===== src/rtl/encrypt_config.sv =====
// Shared types for the encrypt/decrypt arbiter: requester IDs, pipe tags and FSM states.
package encrypt_config;

  localparam int unsigned ARB_N_REQ = 2;
  localparam int unsigned ARB_ID_W  = (ARB_N_REQ > 1) ? $clog2(ARB_N_REQ) : 1;

  typedef logic [ARB_ID_W-1:0] arb_id_t;

  typedef struct packed {
    logic    valid;
    arb_id_t id;
  } arb_tag_t;

  typedef enum logic [1:0] {
    ARB_IDLE,
    ARB_ACTIVE,
    ARB_DRAIN
  } arb_state_t;

endpackage


===== src/rtl/encrypt_arb_tag_pipe.sv =====
// PIPE_LAT-deep shift register of requester tags that mirrors the datapath latency.
module encrypt_arb_tag_pipe
  import encrypt_config::*;
#(
  parameter int unsigned PIPE_LAT = 3
) (
  input  logic     clk,
  input  logic     flush,
  input  arb_tag_t tag_in,
  output arb_tag_t tag_out
);

  arb_tag_t [PIPE_LAT-1:0] stage_q;

  always_ff @(posedge clk) begin
    if (flush) begin
      stage_q <= '0;
    end else begin
      stage_q[0] <= tag_in;
      for (int i = 1; i < PIPE_LAT; i++) begin
        stage_q[i] <= stage_q[i-1];
      end
    end
  end

  assign tag_out = stage_q[PIPE_LAT-1];

endmodule


===== src/rtl/encrypt_decrypt_arbiter.sv =====
// Round-robin arbiter sharing one encrypt/decrypt datapath between requesters.
// Define ENCRYPT_ARB_STATS_EN to add per-requester grant and response counters.
module encrypt_decrypt_arbiter
  import encrypt_config::*;
#(
  parameter int unsigned N_REQ    = ARB_N_REQ,  // must match ARB_N_REQ (sets arb_id_t)
  parameter int unsigned DATA_W   = 8,
  parameter int unsigned PIPE_LAT = 3,
  parameter int unsigned MAX_OUT  = 2
) (
  input  logic                    clk,
  input  logic                    rst,
  input  logic [N_REQ-1:0]        req_valid,
  input  logic [N_REQ*DATA_W-1:0] req_data,
  output logic [N_REQ-1:0]        req_ready,
  output logic                    enable,
  output logic [DATA_W-1:0]       data_in_encrypt,
  input  logic                    decrypt_valid_out,
  input  logic [DATA_W-1:0]       decrypted_data,
  output logic [N_REQ-1:0]        rsp_valid,
  output logic [DATA_W-1:0]       rsp_data,
`ifdef ENCRYPT_ARB_STATS_EN
  output logic [N_REQ*16-1:0]     grant_cnt,
  output logic [15:0]             resp_cnt,
`endif
  output logic                    lat_err
);

  localparam int unsigned CntW  = $clog2(MAX_OUT + 1);
  localparam int unsigned IgnW  = $clog2(PIPE_LAT + 1);
  localparam int unsigned SumW  = $clog2(N_REQ * MAX_OUT + 1);
  localparam int unsigned ScanW = ARB_ID_W + 1;

  typedef logic [ScanW-1:0] scan_t;

  logic [N_REQ-1:0][CntW-1:0] credit_q, credit_d;
  arb_id_t                    rr_q;
  arb_state_t                 state_q;
  logic [N_REQ-1:0]           rsp_valid_q;
  logic [DATA_W-1:0]          rsp_data_q;
  logic                       lat_err_q;
  logic [IgnW-1:0]            ign_q;

  logic [N_REQ-1:0] eligible, grant, ret_hit;
  logic             grant_any;
  arb_id_t          grant_id, rr_next;
  scan_t            scan;
  logic [SumW-1:0]  out_sum;
  arb_tag_t         tag_in, tag_out;
  logic             missing, spurious;

  // Grant: first eligible requester scanning upward from the rr pointer.
  always_comb begin
    for (int i = 0; i < N_REQ; i++) begin
      eligible[i] = !rst && req_valid[i] && (credit_q[i] < CntW'(MAX_OUT));
    end
    grant_any = 1'b0;
    grant_id  = '0;
    scan      = '0;
    for (int k = 0; k < N_REQ; k++) begin
      scan = {1'b0, rr_q} + scan_t'(k);
      if (scan >= scan_t'(N_REQ)) scan = scan - scan_t'(N_REQ);
      if (!grant_any && eligible[scan[ARB_ID_W-1:0]]) begin
        grant_any = 1'b1;
        grant_id  = scan[ARB_ID_W-1:0];
      end
    end
    grant = '0;
    if (grant_any) grant[grant_id] = 1'b1;
  end

  always_comb begin
    data_in_encrypt = '0;
    for (int i = 0; i < N_REQ; i++) begin
      if (grant[i]) data_in_encrypt = data_in_encrypt | req_data[i*DATA_W +: DATA_W];
    end
  end

  assign req_ready = grant;
  assign enable    = grant_any;
  assign rr_next   = (grant_id == arb_id_t'(N_REQ - 1)) ? '0 : grant_id + 1'b1;

  always_comb begin
    tag_in       = '0;
    tag_in.valid = grant_any;
    tag_in.id    = grant_id;
  end

  encrypt_arb_tag_pipe #(
    .PIPE_LAT(PIPE_LAT)
  ) u_tag_pipe (
    .clk    (clk),
    .flush  (rst),
    .tag_in (tag_in),
    .tag_out(tag_out)
  );

  // Stale datapath valids right after reset are not errors: the pipe was flushed.
  assign missing  = tag_out.valid && !decrypt_valid_out;
  assign spurious = !tag_out.valid && decrypt_valid_out && (ign_q == '0);

  always_comb begin
    out_sum = '0;
    for (int i = 0; i < N_REQ; i++) begin
      ret_hit[i]  = tag_out.valid && (tag_out.id == arb_id_t'(i));
      credit_d[i] = credit_q[i];
      if (grant[i] && !ret_hit[i] && (credit_q[i] != CntW'(MAX_OUT))) begin
        credit_d[i] = credit_q[i] + 1'b1;
      end else if (ret_hit[i] && !grant[i] && (credit_q[i] != '0)) begin
        credit_d[i] = credit_q[i] - 1'b1;
      end
      out_sum = out_sum + SumW'(credit_d[i]);
    end
  end

  always_ff @(posedge clk) begin
    if (rst) begin
      credit_q    <= '0;
      rr_q        <= '0;
      state_q     <= ARB_IDLE;
      rsp_valid_q <= '0;
      rsp_data_q  <= '0;
      lat_err_q   <= 1'b0;
      ign_q       <= IgnW'(PIPE_LAT);
    end else begin
      credit_q    <= credit_d;
      if (grant_any) rr_q <= rr_next;
      rsp_valid_q <= ret_hit & {N_REQ{decrypt_valid_out}};
      rsp_data_q  <= (tag_out.valid && decrypt_valid_out) ? decrypted_data : '0;
      if (missing || spurious) lat_err_q <= 1'b1;
      if (ign_q != '0) ign_q <= ign_q - 1'b1;
      case (state_q)
        ARB_IDLE: begin
          if (grant_any) state_q <= ARB_ACTIVE;
        end
        ARB_ACTIVE: begin
          if (!grant_any) state_q <= (out_sum == '0) ? ARB_IDLE : ARB_DRAIN;
        end
        ARB_DRAIN: begin
          if (grant_any) state_q <= ARB_ACTIVE;
          else if (out_sum == '0) state_q <= ARB_IDLE;
        end
        default: state_q <= ARB_IDLE;
      endcase
    end
  end

  assign rsp_valid = rsp_valid_q;
  assign rsp_data  = rsp_data_q;
  assign lat_err   = lat_err_q;

`ifdef ENCRYPT_ARB_STATS_EN
  logic [N_REQ-1:0][15:0] grant_cnt_q;
  logic [15:0]            resp_cnt_q;

  always_ff @(posedge clk) begin
    if (rst) begin
      grant_cnt_q <= '0;
      resp_cnt_q  <= '0;
    end else begin
      for (int i = 0; i < N_REQ; i++) begin
        if (grant[i]) grant_cnt_q[i] <= grant_cnt_q[i] + 16'd1;
      end
      if (|rsp_valid_q) resp_cnt_q <= resp_cnt_q + 16'd1;
    end
  end

  assign grant_cnt = grant_cnt_q;
  assign resp_cnt  = resp_cnt_q;
`endif

endmodule


===== config.mk =====
export PLATFORM = sky130hd
export DESIGN_NAME = encrypt_decrypt_arbiter
export DESIGN_NICKNAME = d
export VERILOG_FILES = /design/src/rtl/encrypt_config.sv /design/src/rtl/encrypt_arb_tag_pipe.sv /design/src/rtl/encrypt_decrypt_arbiter.sv
export SDC_FILE = /design/constraint.sdc
export NUM_CORES = 1
export LEC_CHECK = 0
export CORE_UTILIZATION = 25
export CTS_CLUSTER_SIZE = 10
export DETAILED_ROUTE_END_ITERATION = 10
export HOLD_SLACK_MARGIN = 0.12
export PLACE_DENSITY = 0.55
export SLEW_MARGIN = 20
export SYNTH_ARGS = -nofsm -noshare
export SYNTH_HDL_FRONTEND = slang
export SYNTH_SLANG_ARGS = --single-unit
export TNS_END_PERCENT = 50

===== constraint.sdc =====
create_clock -name clk -period 1.4 [get_ports clk]
set_clock_uncertainty 0.2 [all_clocks]
set_input_delay 0.21 -clock clk [delete_from_list [all_inputs] [get_ports clk]]
set_output_delay 0.21 -clock clk [all_outputs]
set_load 0.02 [all_outputs]

==> out/qor.yml <==
status: "finished, violations left"
violations: "setup timing"
tightestPinTransition_ns: 0.2639
clock_latency_ns: 0.26
cts_max_path_buffers: 2
first_pass_iters: 3
p_leak_nw: 0.8208
drt_iter0_drc: 11
core_area_sq_um: 3689
period_minus_slack_ns: 1.886
place_congestion: 0.6411
cts_buffers: 3
cp_max_fo: 5
synth_top_cell_by_area: "dfxtp_1"
drive_above_1_share: 0.3500
fillers: 342
antenna_found_initial: 0
fp.dieH_um: 64.24
track_usage: 0.1374
synthesis.area_per_instance_sq_um: 10.53
ys.flop_type: "dfxtp_1"
routedWlPerCell_um: 12.53
cts_max_level: 1
synth_edf_count: 0
finalCritPeriodShare: 1.347
path_buf_inv: 3
start_util: 0.2626
yosys_warnings: 0
rsz0062_at_grt: "yes"
rows: 22
fin_ws_ns: -0.4855
totalNegativeSetupSlack_ns: -4.869
slew_viol_final: 0
crit_type: "reg -> out"
fmax_mhz: 530.4
ys_top_cells_by_count: "dfxtp_1, a22o_1, and2_1, nand2_1, a21oi_1"
maxCapViolCount: 0
synthTopCellsByArea: "dfxtp_1, a22o_1, and2_1"
grt-ovfl-total: 0
worstPathArrival_ns: 1.48
die_x_um: 64.24
diodes: 0
yosysSeqAreaShare: 0.4961
setup_viol: 13
cts-hold-fix-buffers: 0
port_buffers: 50
yosysMostFrequentCell: "dfxtp_1"
cts_tree: "done"
critPathMaxStageDelay_ns: 0.36
drcViolationCount: 0
cp-end-kind: "output port"
whs_ns: 0.2273
yosysTopAreaCellShare: 0.4961
ant_nets: 0
cts.sinks: 24
num_vias: 921
critical-path-top-delay-family: "buffers and inverters"
path_cells: "nor2b_4, a211oi_4, buf_6, buf_12, a22o_4, buf_6"
io_pins: 51
worstSetupStartpointType: "register"
grt_max_degree: 17
netlist-cell-type-count: 29
syn_nets: 122
max_slew_margin: 0.8238
crit_slowest_cell: "dfxtp_4"
cts_root_buffer: "clkbuf_8"
routed_wl_um: 2607
syn-cell-area_sq_um: 968.4
ir_drop_mv: 0.4552
cellPowerDensity_nw_per_um2: 896.0
required_ns: 0.99
synth-seq-cells: 24
vias_per_cell: 4.428
grt_pass1_wl_um: 4333
path_clk_slew_ns: 0.08
min_path_type: "in -> reg"
syn_inst: 92
crit_path_frequent_cell: "buf_6"
synthToLayoutAreaGrowth_pct: 89.41
async_reset_ff_frac: 0
dieArea_sq_um: 4127
nNetsFinal: 191
grt_pass1_vias: 968
power_mw: 1.644
hpwlAfterDp_um: 1999
finalHoldViolCount: 0
## final cells by class
| cell class | count | area (sq um) | area share |
|---|---|---|---|
| clock buffer | 4 | 55.05 | 0.03001 |
| inverter | 5 | 18.77 | 0.01023 |
| multi-input combinational | 59 | 538.0 | 0.2933 |
| sequential | 24 | 486.7 | 0.2653 |
| tap | 48 | 60.06 | 0.03274 |
| timing repair buffer | 68 | 675.6 | 0.3683 |
## per-stage QoR
stage	setup WS (ns)	std cells	instance area, sq um	util
after CTS	-0.4931	209	1854	0.5027
after floorplan	-0.06626	92	1061	-
after detailed placement	-1.007	200	1720	0.4664
final	-0.4855	208	1834	0.4973
after global placement	-1.004	200	1720	0.4664
after global routing	-0.5333	208	1834	0.4973
## power by group
group          switching (mW)  total, mW  internal (mW)
clock network           0.208      0.459          0.251
logic                   0.175      0.439          0.264
registers              0.0269      0.746          0.719
total                   0.409       1.64           1.23
## routing by layer
layer | routed length, um | up-vias | track usage
met4 | 23 | 0 | 0.04167
met5 | 0 | - | 0
met3 | 255 | 3 | 0.04643
met1 | 1005 | 413 | 0.1296
met2 | 1323 | 52 | 0.2724
li1 | - | 453 | -
## logic make-up (layout without fill, tap and decap cells)
logic type | count (synthesis) | after routing | share of synthesized area
flops | 24 | 24 | 0.4961
compound gates | 22 | 22 | 0.1873
buf+inv | 9 | 77 | 0.04522
mux | 1 | 1 | 0.01163
xor+xnor | 3 | 3 | 0.02714
simple gates | 32 | 32 | 0.2196
fa+ha+maj | 1 | 1 | 0.01292
## cell usage in the layout, fill, tap and decap left out, types with 2 or more instances in the layout
| cell type | instances |
|---|---|
| clkdlybuf4s50_1 | 25 |
| a31oi_1 | 2 |
| nor2b_1 | 4 |
| buf_6 | 14 |
| clkbuf_8 | 4 |
| a22o_4 | 8 |
| dfxtp_2 | 2 |
| o21ai_0 | 2 |
| a221oi_2 | 2 |
| dlygate4sd2_1 | 14 |
| nor3_1 | 3 |
| a21oi_1 | 5 |
| and2_1 | 8 |
| buf_4 | 12 |
| dfxtp_1 | 21 |
| buf_12 | 2 |
| nand2_1 | 7 |
| xnor2_1 | 2 |
| inv_1 | 5 |
| nand2b_4 | 2 |
## sequential cells by signal, summed over array words and instances (netlist names)
register and count:
credit_q 4, rr_q 1, ign_q 2, u_tag_pipe.stage_q 4, rsp_valid 2, rsp_data 8
lat_err 1, u_tag_pipe.tag_out 2
## worst register-to-register path: cells and delay by family (launching register included)
kind | cells | cell delay [ns]
and+or+nand+nor | 2 | 0.30
DFF | 1 | 0.37
xor gates and xnor gates | 1 | 0.13
AOI/OAI and AO/OA | 1 | 0.19
buffers and inverters | 3 | 0.40
## timing repair
action / 4_1_cts / 5_1_grt
setup endpoints to repair: 34 / 13
pin swaps: 3 / 1
gates cloned: 1 / 0
setup buffers: 4 / 0
gates resized for setup: 88 / 1
## worst paths after layout
check                                        start                          endpoint  slack, ns  depth (start not counted)
setup / recovery          credit_q[3]$_SDFFE_PP0P_                data_in_encrypt[7]      -0.49                          6
hold / removal                        req_valid[0]          credit_q[1]$_SDFFE_PP0P_       0.23                          3
setup reg to reg                 rr_q$_SDFFE_PP0P_          credit_q[2]$_SDFFE_PP0P_      -0.27                          7
hold reg to reg   u_tag_pipe.stage_q[0]$_SDFF_PP0_  u_tag_pipe.stage_q[2]$_SDFF_PP0_       0.25                          1
(Power assumes the default switching activity.)
==> edit, RTL diff (same flow settings) <==
Add a define of `ENCRYPT_ARB_STATS_EN`.
--- a/src/rtl/encrypt_decrypt_arbiter.sv
+++ b/src/rtl/encrypt_decrypt_arbiter.sv
@@ -1,5 +1,7 @@
 // Round-robin arbiter sharing one encrypt/decrypt datapath between requesters.
 // Define ENCRYPT_ARB_STATS_EN to add per-requester grant and response counters.
+`define ENCRYPT_ARB_STATS_EN
+
 module encrypt_decrypt_arbiter
   import encrypt_config::*;
 #(
Behaviour (old outputs only; new: grant_cnt and resp_cnt): unchanged (Yosys induction, for registers that start in step).
==> edit against the original RTL <==
  * The run still ends with negative setup slack left
  * Total power grew to 2.9 times the old value
  * Sequential cell count is 48 higher
  * Wire length grew to 3.9 times the old value
  * Setup slack worse by 0.20 ns
  * Combinational power is 32% higher
  * Sequential share of layout area is 1.2 points lower
  * Count of clock-buffer cells in the layout is 9 higher
  * Via count grew to 3.7 times the old value
  * Synthesized area grew to 3.2 times the old value
  * Cell area grew to 3.3 times the old value
  * Register-to-register slack worse by 0.41 ns
  * Critical path type is now reg2reg
  * Critical endpoint is now grant_cnt[11]
==> edit: results (changes against the original RTL) <==
Setup path
The depth of the worst register-to-register path was 5 (-2). The worst register-to-register path begins at credit_q[1]. The delay contributed by the slowest stage of the critical path is 0.49 ns (+0.13 ns). For this design, the slowest cell found on the critical path is or4b_4.

Global route
The global-route track usage on met3 is 4.145% (-0.50 points). The global-route wire length before repair is 16.17 mm (+270%). The maximum number of pins on one net before global-route repair came to 36 (+19).

Power
The peak supply drop came to 592.3 µV (+30%). The standby leakage power was 2.526 nW (+210%). The switching portion of total power is 23.12% (-1.8 points). The total power per unit cell area is 799.3 mW/mm² (-11%).

The power of the clock network is 2.09 mW (+360%).

Detailed routing
The detailed-routed wire length on met3 came to 448 µm (+76%). The total wirelength of the detailed-routed design came to 10.22 mm (+290%). The average via count per standard cell is 4.622 (+4.4%). The violation count after the first detailed-route iteration is 95 (+84).

Run status
The checks that failed: negative setup slack. The run finished, with violations left.

Placement
The detailed placer's ending HPWL came to 6.752 mm (+240%). The total of buffers placed on input and output ports is 98 (+96%). The minimum setup slack after placement is -1.226 ns (-0.2199 ns). The number of placed cells counting well taps is 703 (+250%). The placed cell area is 0.005166 mm² (+200%).

CTS
The setup fix buffers added after clock tree synthesis is 13 (+9). The clock latency on the worst-skew pair is 0.33 ns (+0.07 ns). The CTS buffer count is 9 (+6).

The number of H-tree levels is 3 (+2). The tree is rooted in a clkbuf_16.

Synth
The arithmetic-cell share of the synthesized area counting full adders, half adders and majority gates was 1.601% (+0.31 points). Counting instances in the post-synthesis netlist gives the leading cell types as dfxtp_1 (72), nor2_1 (34), a21oi_1 (23). The count of distinct cell types in the synthesized netlist was 48 (+66%).

Layout
The number of nets in the finished design came to 600 (+210%). The share of layout cells above drive strength 1 came to 52.28% (+17 points). The number of flip-flops under the largest register name is 32 (+24).

STA
The transition time of the tightest slew-check pin came to 0.4343 ns (+0.1704 ns). The final number of setup-violating endpoints is 60 (+47). The setup slack after layout is -0.6815 ns (-0.1959 ns).

Worst hold path
The beginning of the worst hold path is rst.
-- edit: changes by cell type after synthesis, sizes merged, moves of 7 or more --
| cell | delta |
|---|---|
| dfxtp | +48 |
| nor2 | +33 |
| a21oi | +17 |
| xnor2 | +17 |
| nand3 | +15 |
| nand2 | +13 |
| clkbuf | +10 |
| o21ai | +10 |
| inv | +8 |
| nor4 | +8 |
| o31ai | +8 |
| or3 | +7 |
| or4 | +7 |
-- edit: layout make-up --
class | count | area share [%]
multi-input combinational | 248 | 33.86
timing repair buffer | 223 | 32.02
sequential | 72 | 25.33
clock buffer | 13 | 4.362
tap | 168 | 3.523
inverter | 13 | 0.8178
clock inverter | 1 | 0.08388
-- edit: cell families (layout without fill, tap and decap cells) --
group | after synthesis | after routing
buf+inv | 29 | 250
flops | 72 | 72
xor+xnor | 22 | 22
fa+ha+maj | 4 | 4
simple gates | 144 | 145
mux | 6 | 6
compound gates | 71 | 71
